<file path="src/rtl/instr_prefetch_r0_if.sv">
// Prefetch-unit bus: redirect/IF-stage handshake plus instruction memory req/ack channel.
interface instr_prefetch_r0_if #(
  parameter int DATA_WIDTH = 32,
  parameter int ADDR_WIDTH = 7
);
  logic                  redirect;
  logic [DATA_WIDTH-1:0] redirect_pc;
  logic                  if_ready;
  logic                  if_valid;
  logic [DATA_WIDTH-1:0] if_pc;
  logic [DATA_WIDTH-1:0] if_pcplus4;
  logic [DATA_WIDTH-1:0] if_instr;
  logic                  imem_req;
  logic [ADDR_WIDTH-1:0] imem_addr;
  logic                  imem_ack;
  logic [DATA_WIDTH-1:0] imem_rdata;

  modport master (
    input  redirect, redirect_pc, if_ready, imem_ack, imem_rdata,
    output if_valid, if_pc, if_pcplus4, if_instr, imem_req, imem_addr
  );

  modport slave (
    output redirect, redirect_pc, if_ready, imem_ack, imem_rdata,
    input  if_valid, if_pc, if_pcplus4, if_instr, imem_req, imem_addr
  );
endinterface

</file>
<file path="src/rtl/instr_prefetch_r0.sv">
// Instruction prefetch unit: one-outstanding req/ack fetch engine filling a small {pc, instr} queue
// drained by the IF stage; redirects flush the queue and restart fetch at the new PC.
module instr_prefetch_r0 #(
  parameter int                    DATA_WIDTH = 32,
  parameter int                    ADDR_WIDTH = 7,
  parameter int                    FIFO_DEPTH = 4,
  parameter logic [DATA_WIDTH-1:0] RESET_PC   = '0
) (
  input  logic                clk,
  input  logic                rst,
  instr_prefetch_r0_if.master bus
);

  localparam int                    PTR_W    = $clog2(FIFO_DEPTH);
  localparam int                    CNT_W    = PTR_W + 1;
  localparam logic [CNT_W-1:0]      FULL     = CNT_W'(FIFO_DEPTH);
  localparam logic [DATA_WIDTH-1:0] PC_MASK  = ~DATA_WIDTH'(3);
  localparam logic [DATA_WIDTH-1:0] PC_START = RESET_PC & PC_MASK;

  typedef enum logic [1:0] {
    S_IDLE,
    S_REQ,
    S_DISCARD
  } state_e;

  state_e                state_q, state_d;
  logic [DATA_WIDTH-1:0] fetch_pc_q, fetch_pc_d;
  logic [ADDR_WIDTH-1:0] disc_addr_q, disc_addr_d;
  logic [CNT_W-1:0]      count_q, count_d;
  logic [PTR_W-1:0]      wr_ptr_q, wr_ptr_d;
  logic [PTR_W-1:0]      rd_ptr_q, rd_ptr_d;
  logic [DATA_WIDTH-1:0] pc_mem_q    [FIFO_DEPTH];
  logic [DATA_WIDTH-1:0] instr_mem_q [FIFO_DEPTH];

  logic                  head_valid;
  logic                  push;
  logic                  pop;
  logic [ADDR_WIDTH-1:0] fetch_addr;

  assign head_valid = (count_q != '0);
  assign fetch_addr = fetch_pc_q[ADDR_WIDTH+1:2];
  // Redirect voids both the returning word and the IF-stage pop of this cycle.
  assign push = (state_q == S_REQ) && bus.imem_ack && !bus.redirect;
  assign pop  = head_valid && bus.if_ready && !bus.redirect;

  // NOTE: every signal assigned in always_comb gets a default first, so no path can infer a latch.
  always_comb begin
    count_d     = count_q;
    wr_ptr_d    = wr_ptr_q;
    rd_ptr_d    = rd_ptr_q;
    fetch_pc_d  = fetch_pc_q;
    disc_addr_d = disc_addr_q;
    if (bus.redirect) begin
      count_d    = '0;
      wr_ptr_d   = '0;
      rd_ptr_d   = '0;
      fetch_pc_d = bus.redirect_pc & PC_MASK;
    end else begin
      if (push) begin
        wr_ptr_d   = wr_ptr_q + 1'b1;
        fetch_pc_d = fetch_pc_q + DATA_WIDTH'(4);
      end
      if (pop) begin
        rd_ptr_d = rd_ptr_q + 1'b1;
      end
      case ({push, pop})
        2'b10:   count_d = count_q + 1'b1;
        2'b01:   count_d = count_q - 1'b1;
        default: count_d = count_q;
      endcase
    end
    // The abandoned request keeps its address on the bus until its ack arrives.
    if ((state_q == S_REQ) && !bus.imem_ack && bus.redirect) begin
      disc_addr_d = fetch_addr;
    end
  end

  // A new request starts only if a slot is guaranteed free when its data lands.
  always_comb begin
    state_d = state_q;
    case (state_q)
      S_IDLE: begin
        if (count_d < FULL) state_d = S_REQ;
      end
      S_REQ: begin
        if (bus.imem_ack)       state_d = (count_d < FULL) ? S_REQ : S_IDLE;
        else if (bus.redirect)  state_d = S_DISCARD;
      end
      S_DISCARD: begin
        if (bus.imem_ack) state_d = S_REQ;
      end
      default: state_d = S_IDLE;
    endcase
  end

  always_comb begin
    bus.imem_req   = (state_q != S_IDLE);
    bus.imem_addr  = (state_q == S_DISCARD) ? disc_addr_q : fetch_addr;
    bus.if_valid   = head_valid;
    bus.if_pc      = head_valid ? pc_mem_q[rd_ptr_q] : '0;
    bus.if_pcplus4 = head_valid ? pc_mem_q[rd_ptr_q] + DATA_WIDTH'(4) : '0;
    bus.if_instr   = head_valid ? instr_mem_q[rd_ptr_q] : '0;
  end

  // NOTE: sequential state uses non-blocking assignments so every register samples pre-edge values.
  always_ff @(posedge clk or posedge rst) begin
    if (rst) state_q <= S_IDLE;
    else     state_q <= state_d;
  end

  always_ff @(posedge clk or posedge rst) begin
    if (rst) begin
      fetch_pc_q  <= PC_START;
      disc_addr_q <= '0;
      count_q     <= '0;
      wr_ptr_q    <= '0;
      rd_ptr_q    <= '0;
    end else begin
      fetch_pc_q  <= fetch_pc_d;
      disc_addr_q <= disc_addr_d;
      count_q     <= count_d;
      wr_ptr_q    <= wr_ptr_d;
      rd_ptr_q    <= rd_ptr_d;
    end
  end

  // NOTE: queue storage is not reset; outputs are gated by if_valid, so stale contents never escape.
  always_ff @(posedge clk) begin
    if (push) begin
      pc_mem_q[wr_ptr_q]    <= fetch_pc_q;
      instr_mem_q[wr_ptr_q] <= bus.imem_rdata;
    end
  end

endmodule
</file>
<file path="src/flat_wrapper.sv">
// flat-port wrapper written by rule: the top's interface ports become plain ports
module instr_prefetch_r0_flat 
#(
  parameter int                    DATA_WIDTH = 32,
  parameter int                    ADDR_WIDTH = 7,
  parameter int                    FIFO_DEPTH = 4,
  parameter logic [DATA_WIDTH-1:0] RESET_PC   = '0
)
  (clk, rst, bus_redirect, bus_redirect_pc, bus_if_ready, bus_imem_ack, bus_imem_rdata, bus_if_valid, bus_if_pc, bus_if_pcplus4, bus_if_instr, bus_imem_req, bus_imem_addr);
  instr_prefetch_r0_if #(.DATA_WIDTH(DATA_WIDTH), .ADDR_WIDTH(ADDR_WIDTH)) bus_i ();
  input  logic clk;
  input  logic rst;
  input wire logic [$bits(bus_i.redirect)-1:0] bus_redirect;
  input wire logic [$bits(bus_i.redirect_pc)-1:0] bus_redirect_pc;
  input wire logic [$bits(bus_i.if_ready)-1:0] bus_if_ready;
  input wire logic [$bits(bus_i.imem_ack)-1:0] bus_imem_ack;
  input wire logic [$bits(bus_i.imem_rdata)-1:0] bus_imem_rdata;
  output wire logic [$bits(bus_i.if_valid)-1:0] bus_if_valid;
  output wire logic [$bits(bus_i.if_pc)-1:0] bus_if_pc;
  output wire logic [$bits(bus_i.if_pcplus4)-1:0] bus_if_pcplus4;
  output wire logic [$bits(bus_i.if_instr)-1:0] bus_if_instr;
  output wire logic [$bits(bus_i.imem_req)-1:0] bus_imem_req;
  output wire logic [$bits(bus_i.imem_addr)-1:0] bus_imem_addr;
  assign bus_i.redirect = bus_redirect;
  assign bus_i.redirect_pc = bus_redirect_pc;
  assign bus_i.if_ready = bus_if_ready;
  assign bus_i.imem_ack = bus_imem_ack;
  assign bus_i.imem_rdata = bus_imem_rdata;
  assign bus_if_valid = bus_i.if_valid;
  assign bus_if_pc = bus_i.if_pc;
  assign bus_if_pcplus4 = bus_i.if_pcplus4;
  assign bus_if_instr = bus_i.if_instr;
  assign bus_imem_req = bus_i.imem_req;
  assign bus_imem_addr = bus_i.imem_addr;
  instr_prefetch_r0 #(.DATA_WIDTH(DATA_WIDTH), .ADDR_WIDTH(ADDR_WIDTH), .FIFO_DEPTH(FIFO_DEPTH), .RESET_PC(RESET_PC)) u_core (.clk(clk), .rst(rst), .bus(bus_i));
endmodule
</file>
<file path="config.mk">
export PLATFORM = sky130hd
export DESIGN_NAME = instr_prefetch_r0_flat
export DESIGN_NICKNAME = d
export VERILOG_FILES = /design/src/rtl/instr_prefetch_r0_if.sv /design/src/rtl/instr_prefetch_r0.sv /design/src/flat_wrapper.sv
export SDC_FILE = /design/constraint.sdc
export NUM_CORES = 1
export LEC_CHECK = 0
export BUFFER_PORTS_ARGS = -buffer_cell sky130_fd_sc_hd__buf_2
export CAP_MARGIN = 20
export CORE_MARGIN = 5
export CORE_UTILIZATION = 35
export CTS_CLUSTER_DIAMETER = 200
export CTS_CLUSTER_SIZE = 8
export DETAILED_ROUTE_END_ITERATION = 8
export PLACE_DENSITY_LB_ADDON = 0.08
export SYNTH_ARGS = -nofsm -noshare
export SYNTH_HDL_FRONTEND = slang
export SYNTH_SLANG_ARGS = --single-unit
</file>
<file path="constraint.sdc">
create_clock -name clk -period 3 [get_ports clk]
set_input_delay 0.3 -clock clk [delete_from_list [all_inputs] [get_ports clk]]
set_output_delay 0.3 -clock clk [all_outputs]
set_load 0.005 [all_outputs]
</file>
==> summary.md <==
| Metric | Value |
|---|---|
| Layout cells sized above 1 | 35.6% |
| Post-synthesis async set-or-reset flop share | 15.6% |
| Clock slew at reported path FFs | 50 ps |
| Root Driver | clkbuf_16 |
| Setup ws final | -144 ps |
| Slew Viols, Final | 0 |
| Skew final | roughly 14 ps |
| Leakage | 6.00 nW |
| Tcrit/Tclk final | 105% |
| Final Non-Filler Cells | about 1.5k |
| Max Buffers Root-to-Sink | 3 |
| Remaining DRCs | 0 |
| CP Capture Type | output port |
| Final hold violation count | 0 |
| CP max FO | 14 |
| Initial DRC Count | 227 |
| H-tree levels | 2 |
| Startpoint Class | register |
| Drt wl/cell | 19.9 µm |
| Ys Warns | 0 |
| Tot Pwr | roughly 9.7 mW |
| Worst Hold Class | in2reg |
| Fin nets | 1140 |
| # rows | 69 |
| Critical path data required time | ~2700 ps |
| Inst Count DP | 1402 |
| Worst Tran Pin Value | 631 ps |
| Max-cap violations | 0 |
| VDD IR max | 0.000315 V |
| First-pass GRT wire length | 48000 µm |
| Ant. Diodes | 0 |
| Die area | 0.0403 mm² |
| Vias per inst | between 4 and 5 |
| Outcome | finished with violations |
| Placed Instance Area | 0.0143 mm² |
| Final instance area | 0.0163 mm² |
| Largest net degree at the start of global routing | 63 |
| Number of synthesized flops with an enable pin | 248 |
| Synthesized cell area | about 0.013 mm² |
| Gr usage total | around 15% |
| Mean Syn Cell Area | between 15 and 20 µm² |
| Final critical-path required period | 3140 ps |
| Vias in the first global route | 8029 |
| First-pass detailed-route iteration total | 4 |
| Crit path DAT | 2840 ps |
| Clock latency on the worst-skew pair | 520 ps |
| Synth area leader | edfxtp_1 |
| Layout Area Growth over Synthesis | 28.1% |
| Slew HR | about 58% |
| Initial antenna violation count | 1 |
| Post-DRT Antenna Nets | 0 |
| Gate Count Post-Synth | 782 |
| Post-synthesis register bit count | between 200 and 300 |
| Clk sinks | 294 |
| Via count | 7500 |
| TritonCTS clock tree | yes |
| Top-count cell post-synth | edfxtp_1 |
| Post-synth top flop | edfxtp_1 |
| Yosys top cell area share | 58.5% |
| Power Dens Cells | ~600 mW/mm² |
| Fmax | 0.318 GHz |
| Core ar. | 0.0357 mm² |
| Die height | 201 µm |
| RSZ-0062 raised after global routing | true |
| Post-synth cell types | 50 |
| Chip Width | 201 µm |
| Top cells by count, synth | 248 x edfxtp_1, 67 x and2_1, 57 x mux4_2, 52 x nor2_1, 50 x nand2_1 |
| Gpl congestion | 0.746 |
| Final hold slack | 9.50 ps |
| Hpwl dp | approximately 19000 µm |
| Failing checks | setup timing |
| Setup tns final | -1440 ps |
| Synth area leaders | edfxtp_1 58%, mux4_2 10%, dfrtp_1 9.0% |
| IO Pins | 174 |
| Setup CP Type | reg2out |
| IO buf count | 167 |
| Overflow after GRT | 0 |
| DRT Wirelength | 30600 µm |
| Total CTS buffers | 42 |
| Seq/Total Area, Yosys | 67.5% |
| Initial Utilization | about 36% |
| Final setup viols | 17 |
-- sequential cells by signal, indices dropped and copies added, names as in the netlist --
| register | cells |
|---|---|
| u_core.disc_addr_q | 7 |
| u_core.instr_mem_q | 128 |
| u_core.fetch_pc_q | 30 |
| u_core.state_q | 2 |
| u_core.rd_ptr_q | 2 |
| u_core.pc_mem_q | 120 |
| u_core.count_q | 3 |
| u_core.wr_ptr_q | 2 |
-- placed cells by master (no fill, tap or decap), drive strengths merged, types with 10 or more instances in the layout --
master       count
inv             13
clkbuf          62
buf            220
edfxtp         248
ha              10
and2            67
mux4            62
nand3           25
nand2           50
nand4           13
dfrtp           46
xnor2           27
xor2            31
mux2            20
nor3            11
dlygate4sd3     49
o21ai           30
nor2            53
-- through the flow --
stage               setup slack (ps)  utilization (%)
floorplan                       21.8                -
global placement                 173             39.9
detailed placement               169             39.9
CTS                             -170             45.4
global route                    -256             45.6
finish                          -144             45.6
-- worst max-delay path, cell delays in order (launching register included) --
cell	delay [ps]
dfrtp_4	500
buf_12	150
buf_12	150
mux4_2	350
and4_4	250
nand4_4	200
nor2_4	210
nand3_2	90
mux2_4	310
buf_6	110
-- repair_timing --
action                     in CTS  in global routing
gates cloned                    0                  0
buffers inserted               24                  3
gates resized for setup        25                 14
hold endpoints to repair      153                  0
hold buffers                   49                  0
pin swaps                      21                 11
setup endpoints to repair      23                 44
-- power by group --
group / switching, mW / internal [mW]
Clock: 1.60 / 2.71
Combinational: 0.317 / 0.320
Sequential: 0.137 / 4.64
Total: 2.06 / 7.67
-- metal layers --
metal,vias up,GRT usage [%],part of all wire (%)
met3,55,3.13,5.1
li1,3497,-,-
met4,0,4.99,3.0
met2,188,24.9,48
met5,-,0,0
met1,3760,20.3,44
-- path summary, 6_finish.rpt --
kind                                            start               endpoint  slack, ps  cells past startpoint
worst max-delay path               u_core.rd_ptr_q[0]     bus_if_pcplus4[29]       -140                      9
worst min-delay path               bus_redirect_pc[5]   u_core.fetch_pc_q[5]          9                      3
worst max register to register      u_core.count_q[1]      u_core.state_q[0]        260                     13
worst min register to register  u_core.disc_addr_q[1]  u_core.disc_addr_q[1]        500                      1
max in group asynchronous                         rst  u_core.fetch_pc_q[22]       2000                      4
min in group asynchronous                         rst  u_core.disc_addr_q[1]        350                      3
-- kinds of logic (layout without fill, tap and decap cells) --
group,Yosys count,after routing,share of synthesized area (%)
flip-flops,294,294,67.5
XOR/XNOR,58,58,3.99
adder cells (fa/ha/maj),10,10,0.983
buffers and inverters,50,344,1.99
other,1,4,0.0295
AND/OR/NAND/NOR,246,246,10.9
multiplexers,83,83,13.0
AO/OA/AOI/OAI,40,40,1.62
-- cell type report --
class / instances / area, µm²
clock buffers: 62 / 1200
fillers: 3250 / 19400
inverters: 13 / 48.8
multi-input cells: 441 / 3970
flip-flops and latches: 294 / 8600
well taps: 461 / 577
repair buffers: 269 / 1920
No activity file was read; power rests on OpenSTA's default activity.
